File: src/rtl/canny_pkg.sv
// canny_pkg: shared defaults, pixel class and FSM state encodings for the Canny pipeline
package canny_pkg;
  localparam int BIT_LENGTH_DEF = 5;
  localparam int IMG_WIDTH_DEF = 960;
  localparam int IMG_HEIGHT_DEF = 720;
  typedef enum logic [1:0] {NONE = 2'd0, WEAK = 2'd1, STRONG = 2'd2} class_t;
  typedef enum logic [2:0] {IDLE, FILL, RUN, FLUSH, DONE} state_t;
endpackage

File: src/rtl/hyst_line_buffer.sv
// hyst_line_buffer: two W-deep circular rows of pixel classes; col = {two rows up, one row up, incoming}
module hyst_line_buffer
  import canny_pkg::*;
#(
  parameter int W = IMG_WIDTH_DEF
) (
  input  logic   clk,
  input  logic   reset,
  input  logic   shift,
  input  class_t din,
  output class_t col [3]
);
  localparam int PW = $clog2(W);
  class_t mem1 [W];
  class_t mem2 [W];
  logic [PW-1:0] ptr;
  assign col[0] = din;
  assign col[1] = mem1[ptr];
  assign col[2] = mem2[ptr];
  // contents are never reset: stale entries are masked by the border counters downstream
  always_ff @(posedge clk) begin
    if (shift) begin
      mem1[ptr] <= din;
      mem2[ptr] <= mem1[ptr];
    end
  end
  always_ff @(posedge clk or negedge reset) begin
    if (!reset) ptr <= '0;
    else if (shift) ptr <= (ptr == PW'(W - 1)) ? '0 : ptr + 1'b1;
  end
endmodule

File: src/rtl/hysteresis_thresh.sv
// hysteresis_thresh: double threshold + 8-neighbour hysteresis to a binary edge map.
// Define HYST_STATS_EN to build the per-frame edge counter behind edge_count.
module hysteresis_thresh
  import canny_pkg::*;
#(
  parameter int IMG_WIDTH = IMG_WIDTH_DEF,
  parameter int IMG_HEIGHT = IMG_HEIGHT_DEF,
  parameter int BIT_LENGTH = BIT_LENGTH_DEF
) (
  input  logic                  clk,
  input  logic                  reset,
  input  logic                  in_valid,
  input  logic [BIT_LENGTH-1:0] pixel_in,
  input  logic [BIT_LENGTH-1:0] th_low,
  input  logic [BIT_LENGTH-1:0] th_high,
  output logic                  out_valid,
  output logic [BIT_LENGTH-1:0] pixel_out,
  output logic                  frame_done,
  output logic [19:0]           edge_count
);
  localparam int W = IMG_WIDTH;
  localparam int H = IMG_HEIGHT;
  localparam int N = W * H;
  localparam int IW = $clog2(N + 1);
  localparam int CW = $clog2(W);
  localparam int RW = $clog2(H);
  state_t state;
  logic [IW-1:0] idx;
  logic [CW-1:0] cc;
  logic [RW-1:0] cr;
  logic [BIT_LENGTH-1:0] tl, th, lo, hi;
  class_t c_in, col [3], wl [3], wc [3];
  logic accept, flush, adv, emit, last, lt, rt, up_ok, dn_ok, nb, edge_px;
  // window columns: wl = left, wc = center, col = right (entering); row 0 below, 1 center, 2 above
  always_comb begin
    accept = in_valid && (state == IDLE || state == FILL || state == RUN);
    flush = state == FLUSH;
    adv = accept || flush;
    emit = (state == RUN && in_valid) || flush;
    lo = state == IDLE ? th_low : tl;
    hi = state == IDLE ? th_high : th;
    c_in = flush ? NONE : pixel_in >= hi ? STRONG : pixel_in >= lo ? WEAK : NONE;
    lt = cc != '0;
    rt = cc != CW'(W - 1);
    up_ok = cr != '0;
    dn_ok = cr != RW'(H - 1);
    last = !rt && !dn_ok;
    nb = (up_ok && (wc[2] == STRONG || lt && wl[2] == STRONG || rt && col[2] == STRONG))
      || (lt && wl[1] == STRONG) || (rt && col[1] == STRONG)
      || (dn_ok && (wc[0] == STRONG || lt && wl[0] == STRONG || rt && col[0] == STRONG));
    edge_px = wc[1] == STRONG || (wc[1] == WEAK && nb);
  end
  hyst_line_buffer #(.W(W)) u_lb (
    .clk(clk),
    .reset(reset),
    .shift(adv),
    .din(c_in),
    .col(col)
  );
  always_ff @(posedge clk or negedge reset) begin
    if (!reset) begin
      wl <= '{default: NONE};
      wc <= '{default: NONE};
    end else if (adv) begin
      wl <= wc;
      wc <= col;
    end
  end
  always_ff @(posedge clk or negedge reset) begin
    if (!reset) begin
      state <= IDLE;
      idx <= '0;
      cc <= '0;
      cr <= '0;
      tl <= '0;
      th <= '0;
      out_valid <= 1'b0;
      pixel_out <= '0;
      frame_done <= 1'b0;
    end else begin
      out_valid <= emit;
      pixel_out <= {BIT_LENGTH{emit && edge_px}};
      frame_done <= emit && last;
      if (emit) begin
        cc <= rt ? cc + 1'b1 : '0;
        cr <= last ? '0 : rt ? cr : cr + 1'b1;
      end
      case (state)
        IDLE: if (in_valid) begin
          state <= FILL;
          idx <= IW'(1);
          tl <= th_low;
          th <= th_high;
        end
        FILL: if (in_valid) begin
          idx <= idx + 1'b1;
          if (idx == IW'(W)) state <= RUN;
        end
        RUN: if (in_valid) begin
          idx <= idx == IW'(N - 1) ? '0 : idx + 1'b1;
          if (idx == IW'(N - 1)) state <= FLUSH;
        end
        FLUSH: begin
          idx <= idx == IW'(W) ? '0 : idx + 1'b1;
          if (idx == IW'(W)) state <= DONE;
        end
        default: state <= IDLE;
      endcase
    end
  end
`ifdef HYST_STATS_EN
  logic [19:0] ecnt;
  always_ff @(posedge clk or negedge reset) begin
    if (!reset) begin
      ecnt <= '0;
      edge_count <= '0;
    end else if (emit) begin
      ecnt <= last ? '0 : ecnt + 20'(edge_px);
      if (last) edge_count <= ecnt + 20'(edge_px);
    end
  end
`else
  assign edge_count = '0;
`endif
endmodule
File: config.mk
export PLATFORM = sky130hd
export DESIGN_NAME = hysteresis_thresh
export DESIGN_NICKNAME = d
export VERILOG_FILES = /design/src/rtl/canny_pkg.sv /design/src/rtl/hyst_line_buffer.sv /design/src/rtl/hysteresis_thresh.sv
export SDC_FILE = /design/constraint.sdc
export NUM_CORES = 2
export LEC_CHECK = 0
export CAP_MARGIN = 20
export CELL_PAD_IN_SITES_DETAIL_PLACEMENT = 1
export CELL_PAD_IN_SITES_GLOBAL_PLACEMENT = 1
export CORE_MARGIN = 8
export CORE_UTILIZATION = 45
export DETAILED_ROUTE_END_ITERATION = 16
export PLACE_DENSITY = 0.65
export SYNTH_ARGS = -nofsm -noshare
export SYNTH_HDL_FRONTEND = slang
export SYNTH_HIERARCHICAL = 1
export SYNTH_SLANG_ARGS = --single-unit
File: constraint.sdc
create_clock -name clk -period 125.6 [get_ports clk]
set_input_delay 37.68 -clock clk [delete_from_list [all_inputs] [get_ports clk]]
set_output_delay 37.68 -clock clk [all_outputs]
set_load 0.005 [all_outputs]
======== After elaboration in Yosys (flattened, before gate mapping) ========
Memory sizes are Yosys's and may differ from the RTL's.
Index checks and enable logic that the tools add are counted.
word-level totals
  bits in registers ....................... 78
  bits in latches ......................... 0
  RAM bits ................................ 3,840
  memory bits (read-only) ................. 0
  output and inout port bits .............. 27
  word-level logic and storage cells ...... 109
  memories kept ........................... 2
memories
  memory     depth  width  rd ports  clocked after memory_dff  wr ports  line                    source
  u_lb.mem1  960    2      1         0                         1         hyst_line_buffer.sv:14  class_t mem1 [W];
  u_lb.mem2  960    2      1         0                         1         hyst_line_buffer.sv:15  class_t mem2 [W];
operators by class
  $add $sub $neg .......................... 4
  multipliers ............................. 0
  divide/modulo/power cells ............... 0
  magnitude comparators ................... 2
  equality and inequality tests ........... 25
  shift operators ......................... 0
  muxes and demuxes ....................... 24
  bitwise gates (word level) .............. 0
  reduce and logical (&&, ||, !) cells .... 36
operator list
  operator                 count
  $mux W20                 5
  $pmux W20 S4             1
  $mux W10                 4
  $add A10 B1 Y10 const B  3
  $add A20 B1 Y20 const B  1
  $eq A20 B10 Y1 const B   1
  $eq A20 B20 Y1 const B   1
  $ne A10 B10 Y1 const B   2
  $reduce_bool A10 Y1      2
  $eq A2 B2 Y1 const B     9
  $mux W3                  6
  $logic_and A1 B1 Y1      14
  $logic_or A1 B1 Y1       12
  $pmux W3 S4              1
  $eq A10 B10 Y1 const B   1
  $ge A5 B5 Y1             2
  $mux W5                  2
  $ne A2 B2 Y1 const B     4
  $eq A3 B2 Y1 const B     2
  $ne A2 B1 Y1 const B     3
  $reduce_and A6 Y1        1
  $mux W2                  2
  $reduce_and A2 Y1        2
  $reduce_and A4 Y1        1
  6 further kinds          9

======== Depth between registers and ports, before layout ========
  depth in word-level cells ............... 14
  gate-level depth with buffers ........... 17

======== Hierarchy ========
The synthesis kept the hierarchy.
by module, submodules not included
  module             times used  cells each  area each (µm²)  seq. area each (µm²)
  hyst_line_buffer   1           8,806       151,499.0        115,560.8
  hysteresis_thresh  1           382         3,866.2          1,701.6

======== Worst setup path before layout ========
OpenSTA, ideal clock, no wires.
  kind .................................... input -> register
  from .................................... in th_high[0]
  to ...................................... mem u_lb/mem1[0][0] (netlist name), data pin
  library setup time ...................... 7.317 ns
  arrival ................................. 74.614 ns
  slack ................................... 43.669 ns
  stages on the path ...................... 8
  buffers on the path ..................... 0
  cell sequence ........................... mux2_2 > ha_1 > nand2b_1 > a21oi_1 > nor2b_1 > o21ai_0 > a21oi_1 > nor3_1
on the way
  cells in the longest elaborated chain, start to end .. 4
ends and longest elaborated chain
  element               line                     source
  start, declared       hysteresis_thresh.sv:15  input logic [BIT_LENGTH-1:0] th_high,
  $mux W5               hysteresis_thresh.sv:41  hi = state == IDLE ? th_high : th;
  $ge A5 B5 Y1          hysteresis_thresh.sv:42  c_in = flush ? NONE : pixel_in >= hi ? STRONG : pixel_in >= lo ? WEAK : NONE;
  $mux W2 (2 in a row)  hysteresis_thresh.sv:42
  via c_in[0]           hysteresis_thresh.sv:32  class_t c_in, col [3], wl [3], wc [3];
  end, declared         hyst_line_buffer.sv:14
The timed path passes the listed nets, and every way through them passes these cells.

======== Worst setup path after layout ========
  from .................................... in th_high[0]
  to ...................................... mem u_lb/mem1[215][0] (netlist name), data pin
Same word-level chain as after synthesis.

==> reports/results.tsv <==
stage	metric	value	unit
sta	Max Clock Freq	0.0232	GHz
global_routing	vias in the first global route	89330	
cts	CTS Buf Count	409	
critical_path	R2R Path Start	u_lb/ptr[1]$_DFFE_PN0P_	
critical_path	Critical Path, Cell by Cell	clkdlybuf4s50_1, mux2_2, ha_1, nand2b_1, a21oi_1, nor2b_1, o21ai_0, a21oi_1, nor3_2, buf_4, buf_4, buf_4, buf_4, buf_4	
finish	register area	0.117	mm2
sta	skew final	44.2	ps
global_routing	Tot GR Track Use	25.9	%
critical_path	CP Max Fanout	97	
cts	H-tree levels	5	
cts	PostCTS Resize Cnt	0	
pwr	total chip power	4.00	mW
finish	nets@finish	9256	
place	area post-placement	0.160	mm2
floorplanning	Starting Density	45.3	%
critical_path	worst-path cell with the longest stage delay	buf_4	
floorplanning	Die Width	604	um
logic_synthesis	Most used DFF post-synth	edfxtp_1	
logic_synthesis	Avg Cell Area, Syn	16.9	um2
sta	pin slew with the least headroom to its limit	1220	ps
logic_synthesis	Synth warnings	6	
cts	Root Driver	clkbuf_16	
place	# port buffers	24	
pwr	power per cell area	23.0	mW/mm2
sta	crit path time final	43180	ps
finish	layout overhead on the synthesized area	11.9	%
sta	Setup Viol. Count Final	0	
routing	Post-Route WL	484	mm
logic_synthesis	Post-Synthesis Cells	9188	
cts	setup bufs post-CTS	0	
critical_path	Setup crit start	th_high[0]	
cts	maximum clock path buffer count	4	
logic_synthesis	sequential element share of the synthesized area	75.5	%
cts	CTS Sinks	3918	
global_routing	GRT overflow	0	
routing	DRC	0	
logic_synthesis	Synth top area share	74.2	%
job	max cap viols	0	
logic_synthesis	Post-synth EDFFs	3840	
finish	fillers	31652	
routing	drt wl/cell	34.3	um
global_routing	initial antenna violation count	36	
place	pre-CTS setup slack	81440	ps
critical_path	cell mode on critical path	buf_4	
pwr	Leak Pwr	56.7	nW
floorplanning	die footprint	0.364	mm2
critical_path	startpoint class of the critical path	primary input	
logic_synthesis	FF+latch count, synth	3918	
place	global placer's final weighted congestion	0.819	
cts	CTS tree	done	
logic_synthesis	ys async rst share	1.99	%
finish	final instance area	0.174	mm2
min_path	min-delay src	cr[9]$_DFFE_PN0P_	
routing	final antenna-violating net count	0	
cts	# hold bufs at CTS	0	
finish	fraction of layout cells with a size suffix above 1	11.3	%
sta	final slew viol count	0	
critical_path	Required @ worst endpoint	126220	ps
finish	most frequent cells in the layout	3,840 x edfxtp_1, 1,638 x mux2i_1, 1,103 x nor2_1	
finish	Core Util, Final	50.6	%
floorplanning	Rows	215	
global_routing	first-pass GRT wire length	683	mm
critical_path	worst path arrival time	43800	ps
cts	Clock Pin Slew Worst Setup and Hold Paths	60	ps
global_routing	largest net degree at the start of global routing	217	
floorplanning	Std-Cell Core Area	0.343	mm2
sta	crit share post-route	34.4	%
sta	final hold vios	0	
floorplanning	Die H	604	um
logic_synthesis	mapped cell area	0.155	mm2
pwr	IR drop worst, VDD	0.0000449	V
finish	footprint of the multi-input gates	0.0351	mm2
cts	Skew-Pair Late Insertion Delay	970	ps
min_path	Worst Hold Class	reg2reg	
sta	Final WS setup	82420	ps
floorplanning	I/O pin cnt	45	
critical_path	CP max stage delay	960	ps
finish	commonest non-fill, non-tap cell in the layout	edfxtp_1	
sta	Max-slew headroom	18.8	%
run_status	status	finished clean	
critical_path	Worst setup EP type	register	
sta	setup TNS	0	ps
sta	RSZ-0062 raised after global routing	false	
logic_synthesis	top post-synthesis cells by area	edfxtp_1 74%, mux2i_1 11%, o22ai_1 3.1%	
routing	Vias/cell	6.19	
routing	total number of vias	87515	
logic_synthesis	area leader, netlist	edfxtp_1	
place	Final HPWL DP	281	mm
critical_path	Crit Path Category	in2reg	
routing	Pre-antenna DRT Iters	8	
logic_synthesis	Yosys cell types	83	
routing	Iter 0 DRT Violations	10047	
-- path summary, 6_finish.rpt --
path / endpoint / slack [ps] / cells past startpoint
hold / removal: cr[9]$_DFFE_PN0P_ / 500 / 1
setup / recovery: u_lb/mem1[215][0]$_DFFE_PP_ / 82420 / 14
min in group asynchronous: cc[9]$_DFFE_PN0P_ / 36630 / 1
max in group asynchronous: u_lb/ptr[0]$_DFFE_PN0P_ / 87720 / 2
hold reg to reg: cr[9]$_DFFE_PN0P_ / 500 / 1
setup reg to reg: u_lb/mem2[117][0]$_DFFE_PP_ / 113770 / 18
-- registers in the layout, summed over array words and instances, names as in the netlist --
signal      cells
u_lb/mem1    1920
cc             10
wl              6
tl              5
state           3
th              5
u_lb/mem2    1920
idx            20
wc              6
frame_done      1
pixel_out       1
out_valid       1
cr             10
u_lb/ptr       10
-- cells in the mapped netlist (9+ instances only) --
master,n
nand4_1,16
a22oi_1,13
edfxtp_1,3840
and3_1,16
xor2_1,19
dfrtp_1,78
a211oi_1,23
xnor2_1,14
nor2_1,1105
mux2i_1,1638
a21oi_1,38
mux4_2,150
o2111ai_1,15
o211ai_1,23
clkbuf_1,235
buf_2,217
buf_1,67
buf_6,25
o21ai_0,58
nand2_1,191
nand3_1,66
nor2_2,11
nor2b_1,9
ha_1,20
a31oi_1,25
nor4_1,157
o22ai_1,760
or4_1,24
buf_4,118
mux2_2,27
inv_1,20
nor3_1,42
-- per-layer routing --
layer  global-route usage (%)  vias to the layer above  part of all wire, %  wire, um
met4                     8.51                        8                  3.6     17400
li1                         -                    36244                    -         -
met5                        0                        -               0.0091        44
met2                     42.2                     3985                   48    232000
met1                     35.4                    46476                   40    195000
met3                     4.53                      802                  8.4     40500
-- worst max-delay path: cells and delay by family --
kind / cells / cell delay [ps]
buf+inv: 6 / 4400
compound gates: 3 / 570
simple gates: 3 / 430
mux: 1 / 280
fa+ha+maj: 1 / 260
-- stage by stage --
step           instances  hold WS (ps)
6_report           14136           504
5_1_grt            14121           519
4_1_cts            14117           507
3_5_place_dp       13361           492
3_3_place_gp       13360           487
2_1_floorplan       9207           464
-- where the power goes --
part           switching, mW  internal [mW]  total, mW
Sequential            0.0135           1.75       1.76
Clock                  0.508          0.692       1.20
Combinational          0.781          0.258       1.04
Total                   1.30           2.70       4.00
-- cell families after synthesis --
group,share of synthesized area (%)
simple gates,4.80
mux,12.9
compound gates,4.17
xor+xnor,0.186
fa+ha+maj,0.161
buf+inv,2.26
other cells,0.00241
flops,75.5
-- cell type report --
cell class | count | area share, %
Sequential cell | 3918 | 67.5
Multi-Input combinational cell | 4601 | 20.2
Antenna cell | 16 | 0.0230
Tap cell | 4557 | 3.28
Inverter | 23 | 0.0497
Timing Repair Buffer | 265 | 1.36
Clock buffer | 501 | 6.24
Clock inverter | 255 | 1.35
(Power assumes the default switching activity.)
